===== config.mk =====
export PLATFORM = sky130hd
export DESIGN_NAME = irq_ctrl
export DESIGN_NICKNAME = d
export VERILOG_FILES = /design/src/rtl/irq_ctrl.sv
export SDC_FILE = /design/constraint.sdc
export NUM_CORES = 1
export LEC_CHECK = 0
export ABC_AREA = 0
export BUFFER_PORTS_ARGS = -buffer_cell sky130_fd_sc_hd__buf_2
export CAP_MARGIN = 20
export CELL_PAD_IN_SITES_DETAIL_PLACEMENT = 1
export CELL_PAD_IN_SITES_GLOBAL_PLACEMENT = 1
export CORE_AREA = 2 2 142 144
export DETAILED_ROUTE_END_ITERATION = 12
export DIE_AREA = 0 0 144 146
export GPL_ROUTABILITY_DRIVEN = 0
export PLACE_DENSITY = 0.74
export RECOVER_POWER = 50
export SETUP_SLACK_MARGIN = 0.05
export SLEW_MARGIN = 20
export SYNTH_ARGS = -nofsm -noshare
export SYNTH_HDL_FRONTEND = slang
export SYNTH_SLANG_ARGS = --single-unit

===== constraint.sdc =====
create_clock -name clk -period 2.6 [get_ports clk]
set_input_delay 0.13 -clock clk [delete_from_list [all_inputs] [get_ports clk]]
set_output_delay 0.13 -clock clk [all_outputs]
set_load 0.1 [all_outputs]

===== src/rtl/irq_ctrl.sv =====
// Interrupt controller for the CSR unit: synchronises the CLINT/PLIC lines,
// evaluates the Sstc supervisor timer compare, builds mip_next and arbitrates
// pending interrupts into a single valid/ack trap request towards the core.
module irq_ctrl #(
    parameter int SYNC_STAGES    = 2,
    parameter int HOLDOFF_CYCLES = 2
) (
    input  logic        clk,
    input  logic        resetn,
    input  logic        clint_msip,
    input  logic        clint_mtip,
    input  logic        plic_meip,
    input  logic        plic_seip,
    input  logic [63:0] timer_counter,
    input  logic [31:0] stimecmp,
    input  logic [31:0] stimecmph,
    input  logic [31:0] menvcfgh,
    input  logic [31:0] mip,
    input  logic [31:0] mie,
    input  logic [31:0] mideleg,
    input  logic [31:0] mstatus,
    input  logic [1:0]  privilege_mode,
    output logic [31:0] mip_next,
    output logic        irq_valid,
    output logic [31:0] irq_cause,
    input  logic        irq_ack,
    output logic        wfi_wakeup
);

    localparam int          CNT_W    = $clog2(HOLDOFF_CYCLES + 1);
    localparam logic [1:0]  PRIV_U   = 2'd0;
    localparam logic [1:0]  PRIV_S   = 2'd1;
    localparam logic [1:0]  PRIV_M   = 2'd3;
    // Interrupt codes this block can raise: 11, 9, 7, 5, 3, 1.
    localparam logic [31:0] IRQ_MASK = 32'h0000_0AAA;

    typedef enum logic [1:0] {
        ST_IDLE = 2'd0,
        ST_REQ  = 2'd1,
        ST_HOLD = 2'd2
    } state_t;

    // Line order in the synchroniser: 0=msip, 1=mtip, 2=meip, 3=seip.
    logic [3:0]                   irq_in;
    logic [3:0][SYNC_STAGES-1:0]  sync_q, sync_d;
    logic                         msip_s, mtip_s, meip_s, seip_s;
    logic                         stip_q, stip_d;

    logic [31:0]                  pend;
    logic [31:0]                  elig;
    logic                         m_glob, s_glob;
    logic                         sel_valid;
    logic [3:0]                   sel_code;
    logic                         latched_elig;

    state_t                       state_q;
    logic [CNT_W-1:0]             cnt_q;
    logic                         irq_valid_q;
    logic [31:0]                  irq_cause_q;

    logic                         unused_ok;

    assign irq_in = {plic_seip, plic_meip, clint_mtip, clint_msip};
    assign msip_s = sync_q[0][SYNC_STAGES-1];
    assign mtip_s = sync_q[1][SYNC_STAGES-1];
    assign meip_s = sync_q[2][SYNC_STAGES-1];
    assign seip_s = sync_q[3][SYNC_STAGES-1];

    // Shift each async line one stage deeper; compare mtime against stimecmp.
    always_comb begin
        sync_d = sync_q;
        for (int i = 0; i < 4; i++) begin
            sync_d[i] = {sync_q[i][SYNC_STAGES-2:0], irq_in[i]};
        end
        // A wrapped counter simply reads as not-yet-reached.
        stip_d = ({stimecmph, stimecmp} <= timer_counter);
    end

    // Synchroniser chains and the registered supervisor timer compare.
    always_ff @(posedge clk or negedge resetn) begin
        if (!resetn) begin
            sync_q <= '0;
            stip_q <= 1'b0;
        end else begin
            sync_q <= sync_d;
            stip_q <= stip_d;
        end
    end

    // Next mip: hardware-owned bits from the pins, STIP from Sstc, SSIP kept.
    always_comb begin
        mip_next     = '0;
        mip_next[11] = meip_s;
        mip_next[9]  = seip_s;
        mip_next[7]  = mtip_s;
        mip_next[3]  = msip_s;
        mip_next[5]  = menvcfgh[31] ? stip_q : mip[5];
        mip_next[1]  = mip[1];
    end

    // Eligibility per code and fixed-priority selection of the winner.
    always_comb begin
        pend   = mip & mie;
        m_glob = (privilege_mode != PRIV_M) || mstatus[3];
        s_glob = (privilege_mode == PRIV_U) ||
                 ((privilege_mode == PRIV_S) && mstatus[1]);
        elig   = pend & IRQ_MASK &
                 ((~mideleg & {32{m_glob}}) | (mideleg & {32{s_glob}}));

        sel_valid = 1'b1;
        if (elig[11])      sel_code = 4'd11;
        else if (elig[3])  sel_code = 4'd3;
        else if (elig[7])  sel_code = 4'd7;
        else if (elig[9])  sel_code = 4'd9;
        else if (elig[1])  sel_code = 4'd1;
        else if (elig[5])  sel_code = 4'd5;
        else begin
            sel_valid = 1'b0;
            sel_code  = 4'd0;
        end

        latched_elig = elig[irq_cause_q[4:0]];
    end

    // Request FSM: raise, hold until ack or withdrawal, then a short holdoff.
    always_ff @(posedge clk or negedge resetn) begin
        if (!resetn) begin
            state_q     <= ST_IDLE;
            cnt_q       <= '0;
            irq_valid_q <= 1'b0;
            irq_cause_q <= '0;
        end else begin
            case (state_q)
                ST_IDLE: begin
                    if (sel_valid) begin
                        state_q     <= ST_REQ;
                        irq_valid_q <= 1'b1;
                        irq_cause_q <= {1'b1, 27'b0, sel_code};
                    end
                end
                ST_REQ: begin
                    // Ack wins over a simultaneous loss of eligibility.
                    if (irq_ack) begin
                        state_q     <= ST_HOLD;
                        irq_valid_q <= 1'b0;
                        cnt_q       <= CNT_W'(HOLDOFF_CYCLES);
                    end else if (!latched_elig) begin
                        state_q     <= ST_IDLE;
                        irq_valid_q <= 1'b0;
                    end
                end
                ST_HOLD: begin
                    // Gives the trap's mstatus/privilege update time to land.
                    if (cnt_q <= CNT_W'(1)) begin
                        state_q <= ST_IDLE;
                        cnt_q   <= '0;
                    end else begin
                        cnt_q <= cnt_q - CNT_W'(1);
                    end
                end
                default: begin
                    state_q     <= ST_IDLE;
                    irq_valid_q <= 1'b0;
                end
            endcase
        end
    end

    assign irq_valid  = irq_valid_q;
    assign irq_cause  = irq_cause_q;
    assign wfi_wakeup = |(mip & mie);

    assign unused_ok = ^{menvcfgh[30:0], mstatus[31:4], mstatus[2], mstatus[0]};

endmodule


* Word level (Yosys, flattened, before mapping)
Index checks and enable logic that the tools add are counted.
** Cells by class
- Add/sub/neg operators :: 1
- Magnitude comparators :: 3
- Eq/ne operators :: 8
- Muxes and demuxes :: 27
- Bitwise operators :: 7
- Reductions and logical operators :: 11
** Operators with widths (count)
- <= comparator 64 bit :: 1
- AND 16 bit :: 2
- AND 32 bit :: 1
- OR reduction 32 bit :: 1
- AND 12 x 16 -> 16 bit :: 1
- two-way mux 4 bit :: 4
- NOT 16 bit :: 1
- bitwise OR 16 bit :: 1
- two-way mux 2 bit :: 6
- two-way mux 1 bit :: 11
- inequality test 2 bit, second input constant :: 4
- less-than comparator 4 x 6 -> 1 bit, second input constant :: 1
- two-way mux 3 bit :: 2
- one-hot mux 2 bit (3 select lines) :: 1
- AND reduction 3 bit :: 2
- binary-select mux 1 bit (select 4 bit) :: 1
- equality test 2 x 1 -> 1 bit, second input constant :: 2
- zero test 2 bit :: 2
- one-hot mux 2 bit (2 select lines) :: 1
- AND reduction 2 bit :: 2
- inequality test 3 bit, second input constant :: 1
- one-hot mux 1 bit (3 select lines) :: 1
- equality test 2 bit, second input constant :: 1
- <= comparator 2 x 1 -> 1 bit, second input constant :: 1
- 5 further kinds :: 6
** Word-level totals
- Register bits :: 19
- Input bits :: 297
- Output and inout bits :: 66
- Logic and storage cells :: 66

* Depth between registers and ports, before layout
- Depth after elaboration :: 14
- Mapped depth :: 8
- Gate-level depth less buffers :: 8

* Worst setup path after synthesis
No wires, ideal clock.
- Path kind :: register to register
- Start point :: register irq_cause_q[1], in the netlist irq_cause[1]
- End point :: register irq_valid_q, in the netlist irq_valid
- Data arrival time :: 1.949 ns
- Required time :: 2.522 ns
- Path slack :: 0.574 ns
- Stages on the path, launching flop included :: 4
- Buffers on the path :: 0
- Cells stage by stage :: dfrtp_1 > mux4_2 > o31a_1 > a21oi_1
** On the way
- Longest elaborated chain between the ends :: 4
** Ends and longest elaborated chain
- from (decl) :: line 59 : logic [31:0] irq_cause_q;
- from (signal assigned) :: line 138 : irq_cause_q <= {1'b1, 27'b0, sel_code};
- binary-select mux 1 bit (select 4 bit) :: line 122 : latched_elig = elig[irq_cause_q[4:0]];
- two-way mux 1 bit (not written as such) :: line 122
- inequality test 3 bit (no source line)
- AND reduction 3 bit (no source line)
- to (signal assigned) :: line 130 : irq_valid_q <= 1'b0;
- to (signal assigned) :: line 137 : irq_valid_q <= 1'b1;
- to (signal assigned) :: line 145 : irq_valid_q <= 1'b0;
- to (decl) :: line 58 : logic irq_valid_q;
No other way between the ends. The select of a mux whose other input is x is not followed.
A chain may end at the register's enable or synchronous reset.

* Final worst setup path
- Start point :: input port timer_counter[13]
- End point :: register stip_q
** On the way
- Longest elaborated chain between the ends :: 1
** Ends and longest elaborated chain
- from (decl) :: line 14 : input logic [63:0] timer_counter,
- <= comparator 64 bit :: line 76 : stip_d = ({stimecmph, stimecmp} <= timer_counter);
- named net stip_d :: line 47 : logic stip_q, stip_d;
- to (signal assigned) :: line 86 : stip_q <= stip_d;
- to (decl) :: line 47
The timed path passes the listed nets, and every way through them passes these cells.

==> flow_metrics.py <==
metrics = {
    "run_status": {
        "status": "complete, no violations",
    },
    "critical_path": {
        "r2r-end": "irq_cause[2]",
        "cp.required_ns": 2.73,
        "reg2regPathDepth": 3,
        "endpoint_kind": "flip-flop",
        "path_max_fanout": 2,
        "start_kind": "input pin",
        "cp.arrival_ns": 2.19,
        "rrSetupSlack_ns": 0.98,
        "r2r-start": "state_q[0]",
        "crit_type": "in -> reg",
    },
    "synthesis": {
        "ys_ff_latch": 19,
        "async_flop_share_pct": 100,
        "syn_inst": 398,
        "syn_avg_cell_area_um2": 7.73,
        "ys_types": 39,
        "synth_warnings": 0,
        "netlist_area_um2": 3080,
        "yosysSeqAreaShare_pct": 15.4,
        "synth_ff_type": "dfrtp_1",
        "synth_edf_count": 0,
    },
    "power_and_ir_drop": {
        "p_total_mw": 2.05,
        "pwr-share-clk_pct": 15.4,
        "p_seq_share_pct": 21.7,
        "power.density_nw_per_um2": 460,
        "comb_power_share_pct": 63.0,
        "vdd_ir_drop_max_mv": 0.277,
        "leakage_nw": 2.55,
        "netSwitchingPower_mw": 1.12,
        "p_sw_share_pct": 54.7,
        "p_int_uw": 927,
    },
    "timing": {
        "worstMarginPinSlew_ns": 1.18,
        "relSlewSlack_pct": 22.0,
        "maxSlewViolCount": 0,
        "setup_viol": 0,
        "rsz0062_at_grt": "no",
        "fin_crit_ns": 2.06,
        "worst_slack_ns": 0.543,
        "finalHoldWorstSlack_ns": 0.184,
        "fmaxAchievable_mhz": 486,
        "clock_skew_ns": 0.000919,
        "final.setup.tns_ns": 0,
        "post-route-period-util_pct": 79.1,
        "hold_viol": 0,
    },
    "drt": {
        "vias": 3472,
        "ant_nets": 0,
        "wl_met3_mm": 1.25,
        "drt_first_pass_iters": 4,
        "wl_met2_mm": 6.02,
        "drt_wl_total_mm": 11.7,
        "drc": 0,
        "via_per_inst": 3.88,
        "wirelength_met1_mm": 4.42,
        "routed.top_layer": "met5",
        "drt_iter0_markers": 33,
        "routedWlPerCell_um": 13.1,
    },
    "cells_and_area": {
        "finalNetCount": 990,
        "multiInputGateArea_um2": 2130,
        "final_area_um2": 4450,
        "seq_area_um2": 475,
        "n_fill_cell": 2449,
        "syn2layout_area_growth_pct": 44.5,
        "layoutNonFillerInstCount": 894,
        "drive_above_1_share_pct": 37.3,
        "fin_util_pct": 23.0,
    },
    "global_routing": {
        "overflow": 0,
        "grt_usage_pct": 10.1,
        "grt_pass1_wl_mm": 17.0,
        "antenna_found_initial": 1,
        "grt_pass1_vias": 3594,
        "grt_max_degree": 20,
    },
    "clock_tree": {
        "cts_hold_buffers": 5,
        "post-cts-setup-buffers": 0,
        "tritoncts": "done",
        "path_clk_slew_ns": 0.05,
        "cts_sinks": 19,
        "cts_htree_levels": 1,
        "clockBufferDepth": 2,
        "insertion_delay_ns": 0.25,
        "post_cts_resize_count": 0,
        "numCtsBuffers": 3,
        "cts-root-buf": "clkbuf_16",
    },
    "floorplanning": {
        "design.portCount": 363,
        "die-area_um2": 21000,
        "coreArea_um2": 19300,
        "die_w_um": 144,
        "initial_core_util_pct": 15.9,
        "fp.dieH_um": 146,
        "num_rows": 51,
    },
    "worst_hold_path": {
        "whs_endpoint": "state_q[1]",
        "hold_depth": 3,
        "worstHoldStart": "irq_ack",
        "hp-class": "in -> reg",
    },
    "placement": {
        "port-buffer-count": 222,
        "dp_hpwl_mm": 11.0,
        "placed_area_um2": 4320,
        "dp_slack_ns": 0.271,
        "dpl.cell_count": 884,
    },
    "job": {
        "max-cap-violations": 0,
    },
}
synth_stat cells, drive strengths merged, types with 3 or more instances:
cell    number  area, µm²
inv         70        263
a22oi        8       60.1
nor2b        7       43.8
ha          64        801
nor3         4       20.0
nor2         7       26.3
nor4         3       18.8
mux2         3       33.8
nand2       35        131
nand4       21        144
dfrtp       19        475
a221oi       6       52.6
nand3        6       30.0
a21o         3       22.5
or2          3       18.8
a21oi       38        190
a22o         4       35.0
o21ai       23        119
buf         54        405
placed cells by master (no fill, tap or decap), types with 8 or more instances in the layout:
master,n
ha_1,64
inv_1,70
dfrtp_1,19
conb_1,53
nand2_1,35
a22oi_1,8
nand4_1,19
o21ai_0,17
buf_2,220
a21oi_1,38
how the worst max path moves through the flow:
| stage | startpoint | end | slack [ns] | cells after the start |
|---|---|---|---|---|
| 2_1_floorplan | irq_cause[1] | irq_valid | 0.57 | 3 |
| 3_5_place_dp | timer_counter[13] | stip_q | 0.27 | 9 |
| 4_1_cts | timer_counter[13] | stip_q | 0.52 | 9 |
| 5_1_grt | timer_counter[13] | stip_q | 0.51 | 9 |
| 6_report | timer_counter[13] | stip_q | 0.54 | 9 |
| 3_3_place_gp | timer_counter[13] | stip_q | 0.28 | 9 |
final cells by class:
class / count / area share [%]
inverters: 70 / 5.91
multi-input cells: 307 / 47.9
clock buffers: 4 / 1.77
flip-flops and latches: 19 / 10.7
well taps: 265 / 7.46
repair buffers: 228 / 26.2
diodes: 1 / 0.0563
state kept, by name, summed over array words and instances, names as in the netlist:
name and cells:
cnt_q 2, irq_cause 5, sync_d 4, stip_q 1
irq_valid 1, mip_next 4, state_q 2
critical path, cell delays in order:
cell and delay, ns:
buf_2 0.08, inv_1 0.03, ha_1 0.33, a21o_1 0.23, a21o_1 0.20, a22o_1 0.22, a2111o_1 0.39, a2111oi_0 0.34
o21bai_1 0.24
power groups by stage:
stage / Clock [mW] / Sequential, mW / Combinational (mW)
2_1_floorplan: 0 / 0.677 / 0.771
3_3_place_gp: 0 / 0.446 / 1.28
3_5_place_dp: 0 / 0.448 / 1.29
4_1_cts: 0.321 / 0.443 / 1.30
5_1_grt: 0.337 / 0.456 / 1.39
6_report: 0.315 / 0.443 / 1.29
cell families after synthesis:
| kind of cell | share of synthesized area [%] |
|---|---|
| fa+ha+maj | 26.0 |
| flops | 15.4 |
| buf+inv | 21.7 |
| compound gates | 18.8 |
| mux | 2.48 |
| other cells | 0.122 |
| simple gates | 15.4 |
metal layers:
layer | GRT usage, % | vias to the layer above
met3 | 2.63 | 4
li1 | - | 1749
met5 | 0 | -
met4 | 0.441 | 2
met1 | 10.6 | 1542
met2 | 20.6 | 175
Power figures use the tool's default switching activity.
